<file path="src/rtl/uart_pkg.sv">
// +--------------------------------------------------------------------------+
// | Module      : uart_pkg                                                   |
// | Description : Shared constants, FSM encoding and frame helpers for the   |
// |               configurable UART transmitter.                             |
// | Revision    : 1.0 - initial release                                      |
// +--------------------------------------------------------------------------+
`default_nettype none

package uart_pkg;

  localparam int PAR_NONE = 0;
  localparam int PAR_ODD  = 1;
  localparam int PAR_EVEN = 2;

  typedef enum logic [2:0] {
    ST_IDLE   = 3'd0,
    ST_START  = 3'd1,
    ST_DATA   = 3'd2,
    ST_PARITY = 3'd3,
    ST_STOP   = 3'd4
  } tx_state_t;

  function automatic int frame_clks(input int data_bits, input int parity,
                                    input int stop_bits, input int cpb);
    return (1 + data_bits + ((parity != PAR_NONE) ? 1 : 0) + stop_bits) * cpb;
  endfunction

endpackage

`default_nettype wire

</file>
<file path="src/rtl/uart_tx_fifo.sv">
// +--------------------------------------------------------------------------+
// | Module      : uart_tx_fifo                                               |
// | Description : Synchronous FIFO with wrap-bit pointers feeding the UART.  |
// | Revision    : 1.0 - initial release                                      |
// +--------------------------------------------------------------------------+
`default_nettype none

module uart_tx_fifo #(
  parameter int WIDTH = 8,
  parameter int DEPTH = 4
) (
  input  logic                     clock,
  input  logic                     reset,
  input  logic                     push,
  input  logic [WIDTH-1:0]         wdata,
  input  logic                     pop,
  output logic [WIDTH-1:0]         rdata,
  output logic                     full,
  output logic                     empty,
  output logic [$clog2(DEPTH):0]   level
);

  localparam int AW = $clog2(DEPTH);

  logic [WIDTH-1:0] r_mem [DEPTH];
  logic [AW:0]      r_wr_ptr;
  logic [AW:0]      r_rd_ptr;
  logic             w_do_push;
  logic             w_do_pop;

  // Extra MSB distinguishes a full FIFO from an empty one with equal indices.
  assign full      = (r_wr_ptr[AW] != r_rd_ptr[AW]) &&
                     (r_wr_ptr[AW-1:0] == r_rd_ptr[AW-1:0]);
  assign empty     = (r_wr_ptr == r_rd_ptr);
  assign level     = r_wr_ptr - r_rd_ptr;
  assign w_do_push = push && !full;
  assign w_do_pop  = pop && !empty;
  assign rdata     = r_mem[r_rd_ptr[AW-1:0]];

  always_ff @(posedge clock or posedge reset) begin
    if (reset) begin
      r_wr_ptr <= '0;
      r_rd_ptr <= '0;
    end else begin
      if (w_do_push) r_wr_ptr <= r_wr_ptr + (AW+1)'(1);
      if (w_do_pop)  r_rd_ptr <= r_rd_ptr + (AW+1)'(1);
    end
  end

  always_ff @(posedge clock) begin
    if (w_do_push) r_mem[r_wr_ptr[AW-1:0]] <= wdata;
  end

endmodule

`default_nettype wire

</file>
<file path="src/rtl/uart_tx_cfg.sv">
// +--------------------------------------------------------------------------+
// | Module      : uart_tx_cfg                                                |
// | Description : Buffered UART transmitter, configurable width/parity/stop. |
// | Revision    : 1.0 - initial release                                      |
// +--------------------------------------------------------------------------+
`default_nettype none

module uart_tx_cfg
  import uart_pkg::*;
#(
  parameter int DATA_BITS    = 8,
  parameter int PARITY       = 0,
  parameter int STOP_BITS    = 1,
  parameter int CLKS_PER_BIT = 868,
  parameter int FIFO_DEPTH   = 4
) (
  input  logic                          clock,
  input  logic                          reset,
  input  logic                          tx_valid,
  output logic                          tx_ready,
  input  logic [DATA_BITS-1:0]          tx_data,
  output logic                          txd,
  output logic                          tx_busy,
  output logic                          tx_done,
  output logic [$clog2(FIFO_DEPTH):0]   fifo_level
);

  localparam int CW = $clog2(CLKS_PER_BIT);
  localparam int BW = 4;

  tx_state_t            r_state, w_state_next;
  logic [CW-1:0]        r_clk_cnt, w_clk_cnt_next;
  logic [BW-1:0]        r_bit_cnt, w_bit_cnt_next;
  logic [DATA_BITS-1:0] r_shreg, w_shreg_next;
  logic                 r_par, w_par_next;
  logic                 r_txd, w_txd_next;
  logic                 w_bit_end;
  logic                 w_pop;
  logic                 w_done;
  logic                 w_full;
  logic                 w_empty;
  logic [DATA_BITS-1:0] w_fifo_data;

  uart_tx_fifo #(
    .WIDTH (DATA_BITS),
    .DEPTH (FIFO_DEPTH)
  ) u_fifo (
    .clock (clock),
    .reset (reset),
    .push  (tx_valid),
    .wdata (tx_data),
    .pop   (w_pop),
    .rdata (w_fifo_data),
    .full  (w_full),
    .empty (w_empty),
    .level (fifo_level)
  );

  assign tx_ready = !w_full;
  assign tx_busy  = (r_state != ST_IDLE);
  assign tx_done  = w_done;
  assign txd      = r_txd;

  always_ff @(posedge clock or posedge reset) begin
    if (reset) begin
      r_state   <= ST_IDLE;
      r_clk_cnt <= '0;
      r_bit_cnt <= '0;
      r_shreg   <= '0;
      r_par     <= 1'b0;
      r_txd     <= 1'b1;
    end else begin
      r_state   <= w_state_next;
      r_clk_cnt <= w_clk_cnt_next;
      r_bit_cnt <= w_bit_cnt_next;
      r_shreg   <= w_shreg_next;
      r_par     <= w_par_next;
      r_txd     <= w_txd_next;
    end
  end

  always_comb begin
    w_bit_end      = (r_clk_cnt == CW'(CLKS_PER_BIT-1));
    w_state_next   = r_state;
    w_clk_cnt_next = w_bit_end ? '0 : r_clk_cnt + CW'(1);
    w_bit_cnt_next = r_bit_cnt;
    w_shreg_next   = r_shreg;
    w_par_next     = r_par;
    w_pop          = 1'b0;
    w_done         = 1'b0;

    case (r_state)
      ST_IDLE: begin
        w_clk_cnt_next = '0;
        if (!w_empty) begin
          w_pop        = 1'b1;
          w_shreg_next = w_fifo_data;
          w_par_next   = (PARITY == PAR_ODD) ? ~^w_fifo_data : ^w_fifo_data;
          w_state_next = ST_START;
        end
      end
      ST_START: begin
        if (w_bit_end) begin
          w_bit_cnt_next = '0;
          w_state_next   = ST_DATA;
        end
      end
      ST_DATA: begin
        if (w_bit_end) begin
          if (r_bit_cnt == BW'(DATA_BITS-1)) begin
            w_bit_cnt_next = '0;
            w_state_next   = (PARITY != PAR_NONE) ? ST_PARITY : ST_STOP;
          end else begin
            w_bit_cnt_next = r_bit_cnt + BW'(1);
            w_shreg_next   = r_shreg >> 1;
          end
        end
      end
      ST_PARITY: begin
        if (w_bit_end) w_state_next = ST_STOP;
      end
      ST_STOP: begin
        if (w_bit_end) begin
          if (r_bit_cnt == BW'(STOP_BITS-1)) begin
            w_done         = 1'b1;
            w_bit_cnt_next = '0;
            // Chain straight into the next start bit when a word is waiting.
            if (!w_empty) begin
              w_pop        = 1'b1;
              w_shreg_next = w_fifo_data;
              w_par_next   = (PARITY == PAR_ODD) ? ~^w_fifo_data : ^w_fifo_data;
              w_state_next = ST_START;
            end else begin
              w_state_next = ST_IDLE;
            end
          end else begin
            w_bit_cnt_next = r_bit_cnt + BW'(1);
          end
        end
      end
      default: w_state_next = ST_IDLE;
    endcase

    case (w_state_next)
      ST_START:  w_txd_next = 1'b0;
      ST_DATA:   w_txd_next = w_shreg_next[0];
      ST_PARITY: w_txd_next = w_par_next;
      default:   w_txd_next = 1'b1;
    endcase
  end

endmodule

`default_nettype wire

</file>
<file path="config.mk">
export PLATFORM = sky130hd
export DESIGN_NAME = uart_tx_cfg
export DESIGN_NICKNAME = d
export VERILOG_FILES = /design/src/rtl/uart_pkg.sv /design/src/rtl/uart_tx_fifo.sv /design/src/rtl/uart_tx_cfg.sv
export SDC_FILE = /design/constraint.sdc
export NUM_CORES = 1
export LEC_CHECK = 0
export CAP_MARGIN = 20
export CORE_MARGIN = 3
export CORE_UTILIZATION = 53
export DETAILED_ROUTE_END_ITERATION = 7
export PLACE_DENSITY = 0.78
export SETUP_SLACK_MARGIN = 0.02
export SLEW_MARGIN = 20
export SYNTH_ARGS = -nofsm -noshare
export SYNTH_HDL_FRONTEND = slang
export SYNTH_SLANG_ARGS = --single-unit
</file>
<file path="constraint.sdc">
create_clock -name clock -period 2.3 [get_ports clock]
set_clock_uncertainty 0.05 [all_clocks]
set_input_delay 0.23 -clock clock [delete_from_list [all_inputs] [get_ports clock]]
set_output_delay 0.23 -clock clock [all_outputs]
set_load 0.005 [all_outputs]
</file>
==> results.json, run 1 <==
{
  "end_kind": "flip-flop",
  "crit_slowest_cell": "or4_4",
  "clk_pin_slew_ps": 80,
  "finalNonFillerCells": 358,
  "grt.total_usage": 0.202,
  "seq_area_frac_synth": 0.584,
  "worst-path-buf-inv": 2,
  "synth_flop_cell": "edfxtp_1",
  "die-area_um2": 6730,
  "maxSlewHeadroom": 0.682,
  "grt_antenna_before_repair": 0,
  "max_stage_delay_ps": 440,
  "viasPerCell": 5.63,
  "drv_cap": 0,
  "hold_violations": 0,
  "cellPowerDensity_nw_per_um2": 842,
  "clkLatencyLatePin_ps": 340,
  "fin_util": 0.681,
  "crit_family": "simple AND/OR/NAND/NOR gates",
  "antenna_left": 0,
  "wirelength_um": 5930,
  "first_global_vias": 2098,
  "max_freq_ghz": 0.420,
  "crit_top_cell": "buf_6",
  "grt-ovfl-total": 0,
  "syn2layout_area_growth_pct": 23.1,
  "gp_congestion": 0.754,
  "vdd_drop_max_mv": 0.660,
  "drive_above_1_share": 0.238,
  "rsz0062_at_grt": "true",
  "htreeDepth": 3,
  "total_power_mw": 3.18,
  "dp_worst_setup_slack_ps": -21.6,
  "start_kind": "flip-flop",
  "hp-class": "input port to asynchronous set/reset pin",
  "rows": 27,
  "postPlaceCellArea_um2": 3400,
  "crit_chain": "ha_2 -> or3b_4 -> or4_4 -> buf_6 -> buf_6 -> nand3b_1 -> a21bo_4 -> o22ai_4 -> a21o_1",
  "maxSlewViolCount": 0,
  "syn_avg_cell_area_um2": 13.1,
  "die_width_um": 82.0,
  "coreArea_um2": 5540,
  "cts_tree": "done",
  "vias": 2014,
  "synth_edf_count": 32,
  "dp_cells": 332,
  "clk_path_buf_depth": 2,
  "finalCritPeriodShare": 1.04,
  "wl_per_cell_um": 16.6,
  "grt_pass1_wl_um": 10000,
  "grt_max_degree": 34,
  "async_flop_share": 0.508,
  "drtIter0Drc": 147,
  "period_needed_ps": 2380,
  "synth.distinct_cells": 47,
  "ios": 18,
  "cts_root_buf": "clkbuf_8",
  "hold_ws_ps": 216,
  "leakage_nw": 1.56,
  "io_buffers": 17,
  "synth_cells": 234,
  "dr.pass1.iters": 4,
  "setup_viol": 5,
  "timing.final.ws_setup_ps": -81.6,
  "netlist_area_um2": 3060,
  "numCtsBuffers": 9,
  "critPathKind": "flip-flop to flip-flop",
  "diodes": 0,
  "final_cell_area_um2": 3770,
  "critPathMaxFanout": 5,
  "start_util": 0.553,
  "final_cell_mix": "dfrtp_1, edfxtp_1, buf_4, inv_1",
  "clkSinkCount": 65,
  "syn-num-nets": 256,
  "yosysWarnings": 0,
  "tightestPinTransition_ps": 475,
  "num-fill-cells": 404,
  "finalSetupTns_ps": -173,
  "required_ps": 2520,
  "cts_hold_buf": 0,
  "status": "complete, but fails checks",
  "fp.dieH_um": 82.0,
  "synth_seq_cells": 65,
  "arrival_ps": 2610,
  "drc": 0,
  "dp_hpwl_um": 3900,
  "nets": 303,
  "failed_checks": "negative setup slack"
}
==> synth_stat cells (all sizes together) (2+ instances only) <==
cell type  instances  area, µm²
a21o               6       46.3
a21oi              6       30.0
a221oi             2       17.5
a222oi             6       60.1
a22o               2       17.5
and2               2       15.0
and3               7       45.1
buf                5       36.3
clkbuf             3       11.3
dfrtp             32        801
edfxtp            32        961
ha                10        125
inv               16       60.1
mux4               8        180
nand2             10       37.5
nand2b             3       18.8
nand3              6       30.0
nand3b             5       37.5
nor2              15       56.3
nor2b              4       25.0
nor3               6       35.0
nor3b              2       15.0
o21ai             12       63.8
or3                2       12.5
or4                2       18.8
xnor2             12        105
xor2               7       61.3
==> power breakdown <==
group	switching [mW]	leakage, nW	internal [mW]	total, mW
Sequential	0.0479	0.703	1.37	1.42
Combinational	0.297	0.737	0.296	0.593
Clock	0.436	0.121	0.726	1.16
==> sequential cells by signal, indices dropped and copies added (netlist names) <==
| signal | cells |
|---|---|
| txd | 1 |
| u_fifo.r_mem | 32 |
| r_bit_cnt | 4 |
| u_fifo.r_rd_ptr | 3 |
| r_clk_cnt | 10 |
| u_fifo.r_wr_ptr | 3 |
| r_state | 3 |
| r_shreg | 8 |
| r_par | 1 |
==> routing by layer <==
| layer | routed length, µm | vias up | global-route usage |
|---|---|---|---|
| met5 | 0 | - | 0 |
| met3 | 162 | 10 | 0.0526 |
| li1 | - | 956 | - |
| met4 | 67 | 0 | 0.0698 |
| met1 | 2570 | 1018 | 0.251 |
| met2 | 3130 | 30 | 0.342 |
==> worst reg2reg max path: cells and delay by family, from the launching register on <==
family / cells / cell delay [ps]
compound gates: 3 / 520
flops: 1 / 350
buf+inv: 2 / 270
simple gates: 3 / 940
fa+ha+maj: 1 / 180
==> kinds of logic after synthesis <==
group / share of synthesized area
AO/OA/AOI/OAI: 0.0902
XOR/XNOR: 0.0543
adder cells (fa/ha/maj): 0.0474
buffers and inverters: 0.0351
flip-flops: 0.584
multiplexers: 0.0588
AND/OR/NAND/NOR: 0.131
==> path summary, 6_finish.rpt <==
kind	startpoint	to	slack, ps	depth (start not counted)
setup / recovery	r_clk_cnt[0]$_DFF_PP0_	txd$_DFF_PP1_	-80	9
hold / removal	reset	r_clk_cnt[5]$_DFF_PP0_	220	3
setup reg to reg	r_clk_cnt[0]$_DFF_PP0_	txd$_DFF_PP1_	-80	9
hold reg to reg	r_shreg[6]$_DFFE_PP0P_	r_shreg[6]$_DFFE_PP0P_	460	2
max in group asynchronous	reset	txd$_DFF_PP1_	1630	3
min in group clock	r_shreg[6]$_DFFE_PP0P_	r_shreg[6]$_DFFE_PP0P_	460	2
==> layout make-up <==
class | instances | area [µm²] | share of cell area
clock buffers | 10 | 128 | 0.0338
clock inverters | 6 | 116 | 0.0308
inverters | 16 | 60.1 | 0.0159
multi-input cells | 146 | 1220 | 0.322
flip-flops and latches | 65 | 1790 | 0.474
well taps | 72 | 90.1 | 0.0239
repair buffers | 43 | 374 | 0.0992
==> what timing repair did <==
action	CTS	global route
resized for setup	14	4
pin swaps	4	5
buffers inserted	7	2
cloned	1	0
setup endpoints to repair	10	18
Note: power is estimated with default switching activity, not from simulation.
==> inputs of run 2 (changes only) <==
SYNTH_HIERARCHICAL = 1   (was unset)
==> run 2 against run 1 <==
  * The run now ends clean
  * Non-clock buffer count down 13
  * Flip-flop and latch count unchanged
  * Register-to-register slack better by 210 ps
  * Critical path type is now flip-flop to primary output
  * First-iteration DRC count down 12%
  * Combinational power rose to 3.1 times the previous value
  * Maximum frequency up 9.2%
  * Global-route usage down 2.2 points
  * Via count down 1.6%
  * Total power up 41%
  * Critical endpoint is now tx_ready
==> results.json, run 2 <==
{
  "grt_antenna_before_repair": 0,
  "grt.total_usage": 0.179,
  "fp.dieH_um": 83.4,
  "synth_seq_cells": 65,
  "syn2layout_area_growth_pct": 16.4,
  "vdd_drop_max_mv": 0.990,
  "wirelength_um": 5650,
  "largest_register_ff_count": 32,
  "viasPerCell": 5.57,
  "drive_above_1_share": 0.218,
  "netlist_area_um2": 3180,
  "syn-num-nets": 267,
  "first_global_vias": 2090,
  "total_power_mw": 4.47,
  "dp_cells": 332,
  "dp_hpwl_um": 3860,
  "tightestPinTransition_ps": 442,
  "clkPwrFrac": 0.195,
  "clk_path_buf_depth": 2,
  "start_kind": "flip-flop",
  "async_flop_share": 0.508,
  "synth_edf_count": 32,
  "coreArea_um2": 5640,
  "numCtsBuffers": 9,
  "power_frac_comb": 0.411,
  "synth_flop_cell": "edfxtp_1",
  "synthTopCellsByCount": "dfrtp_1, edfxtp_1, nand2_1, nor2_1, inv_1",
  "dr.pass1.iters": 4,
  "grt-ovfl-total": 0,
  "critPathKind": "flip-flop to primary output",
  "start_util": 0.563,
  "drv_cap": 0,
  "postPlaceCellArea_um2": 3430,
  "nets": 301,
  "finalCritPeriodShare": 0.948,
  "drtIter0Drc": 129,
  "drc": 0,
  "setup_viol": 0,
  "power.internal_mw": 2.89,
  "critPathMaxFanout": 6,
  "timing.final.ws_setup_ps": 119,
  "hold_ws_ps": 89.5,
  "cts_tree": "done",
  "die-area_um2": 6960,
  "yosysWarnings": 6,
  "antenna_left": 0,
  "final_cell_mix": "dfrtp_1, edfxtp_1, nand2_1, nor2_1",
  "die_width_um": 83.4,
  "required_ps": 2020,
  "cts_root_buf": "clkbuf_8",
  "arrival_ps": 1900,
  "htreeDepth": 3,
  "rows": 27,
  "synth_top_area_frac": 0.303,
  "clkSinkCount": 65,
  "maxSlewViolCount": 0,
  "max_freq_ghz": 0.458,
  "maxSlewHeadroom": 0.705,
  "seq_area_frac_synth": 0.563,
  "finalSetupTns_ps": 0,
  "grt_max_degree": 28,
  "end_kind": "primary output",
  "cellPowerDensity_nw_per_um2": 1210,
  "leakage_nw": 1.47,
  "grt_pass1_wl_um": 9940,
  "final_cell_area_um2": 3690,
  "finalNonFillerCells": 356,
  "vias": 1982,
  "clkLatencyLatePin_ps": 340,
  "synth_cells": 245,
  "diodes": 0,
  "rr_worst_depth": 8,
  "cts_hold_buf": 0,
  "status": "finished, final reports clean",
  "p_sw_mw": 1.58,
  "io_buffers": 17,
  "num-fill-cells": 415,
  "clk_pin_slew_ps": 80,
  "synth_area_leaders": "edfxtp_1, dfrtp_1, mux4_2",
  "fin_util": 0.655,
  "hp-class": "input port to asynchronous set/reset pin",
  "switching_share": 0.353,
  "synth_top_cell_by_area": "edfxtp_1",
  "synth.distinct_cells": 53,
  "period_needed_ps": 2180,
  "ios": 18,
  "dp_worst_setup_slack_ps": 139,
  "hold_violations": 0,
  "p_seq_frac": 0.393,
  "wl_per_cell_um": 15.9,
  "rsz0062_at_grt": "false",
  "gp_congestion": 0.777,
  "syn_avg_cell_area_um2": 13.0
}
[run 2: changes by cell type in the layout (fill, tap and decap cells not counted), sizes merged, moves of 3 or more]
cell	delta
a22oi	+6
bufinv	-3
nand2	+12
mux2	+4
nand3	+3
nand3b	-4
nor2	+3
clkinvlp	+3
a21o	-4
nor3	-5
o21ai	+3
a222oi	-6
buf	-14
[run 2: cell type report]
type                    instances  area, µm²  share of cell area
clock buffers                   9        124              0.0335
clock inverters                 7       52.6              0.0142
inverters                      15       56.3              0.0152
multi-input cells             158       1310               0.354
flip-flops and latches         65       1790               0.484
well taps                      72       90.1              0.0244
repair buffers                 30        275              0.0745
[run 2: path summary, 6_finish.rpt]
check,from,end,slack [ps]
min in group clock,tx_data[2],u_fifo/r_mem[2][2]$_DFFE_PP_,470
worst min-delay path,reset,u_fifo/r_rd_ptr[2]$_DFFE_PP0P_,90
worst max-delay path,u_fifo/r_wr_ptr[1]$_DFFE_PP0P_,tx_ready,120
worst min register to register,r_shreg[4]$_DFFE_PP0P_,r_shreg[4]$_DFFE_PP0P_,470
worst max register to register,r_bit_cnt[1]$_DFFE_PP0P_,u_fifo/r_rd_ptr[1]$_DFFE_PP0P_,130
max in group asynchronous,reset,txd$_DFF_PP1_,1670
[run 2: kinds of logic (layout without fill, tap and decap cells)]
logic type / count (synthesis) / after routing / share of synthesized area
flops: 65 / 65 / 0.563
xor+xnor: 19 / 19 / 0.0548
mux: 14 / 14 / 0.0796
fa+ha+maj: 11 / 11 / 0.0457
buf+inv: 22 / 61 / 0.0323
simple gates: 74 / 74 / 0.134
compound gates: 40 / 40 / 0.0910
[run 2: repair_timing]
action,in CTS,in global routing
pin swaps,1,2
buffers inserted,6,2
endpoints found under the setup margin,4,7
resized for setup,6,6
[run 2: power by group through the flow]
stage | logic (mW) | clock network (mW) | registers (mW)
detailed placement | 1.79 | 0 | 1.79
global route | 2.06 | 0.957 | 1.80
floorplan | 1.33 | 0 | 1.73
global placement | 1.75 | 0 | 1.78
finish | 1.84 | 0.873 | 1.76
CTS | 1.83 | 0.898 | 1.76
[run 2: critical path, cell delays in order (launching register included)]
cell             delay (ps)
dfrtp_1                 460
ha_1                    380
nand3_2                 130
inv_1                    50
inv_1                    50
clkdlybuf4s50_1         500
[run 2: routing by layer]
| metal | GRT usage | vias to the layer above | share of wire |
|---|---|---|---|
| met2 | 0.298 | 44 | 0.51 |
| met5 | 0 | - | 0 |
| met4 | 0.0862 | 0 | 0.016 |
| met1 | 0.222 | 973 | 0.44 |
| met3 | 0.0387 | 10 | 0.035 |
| li1 | - | 955 | - |
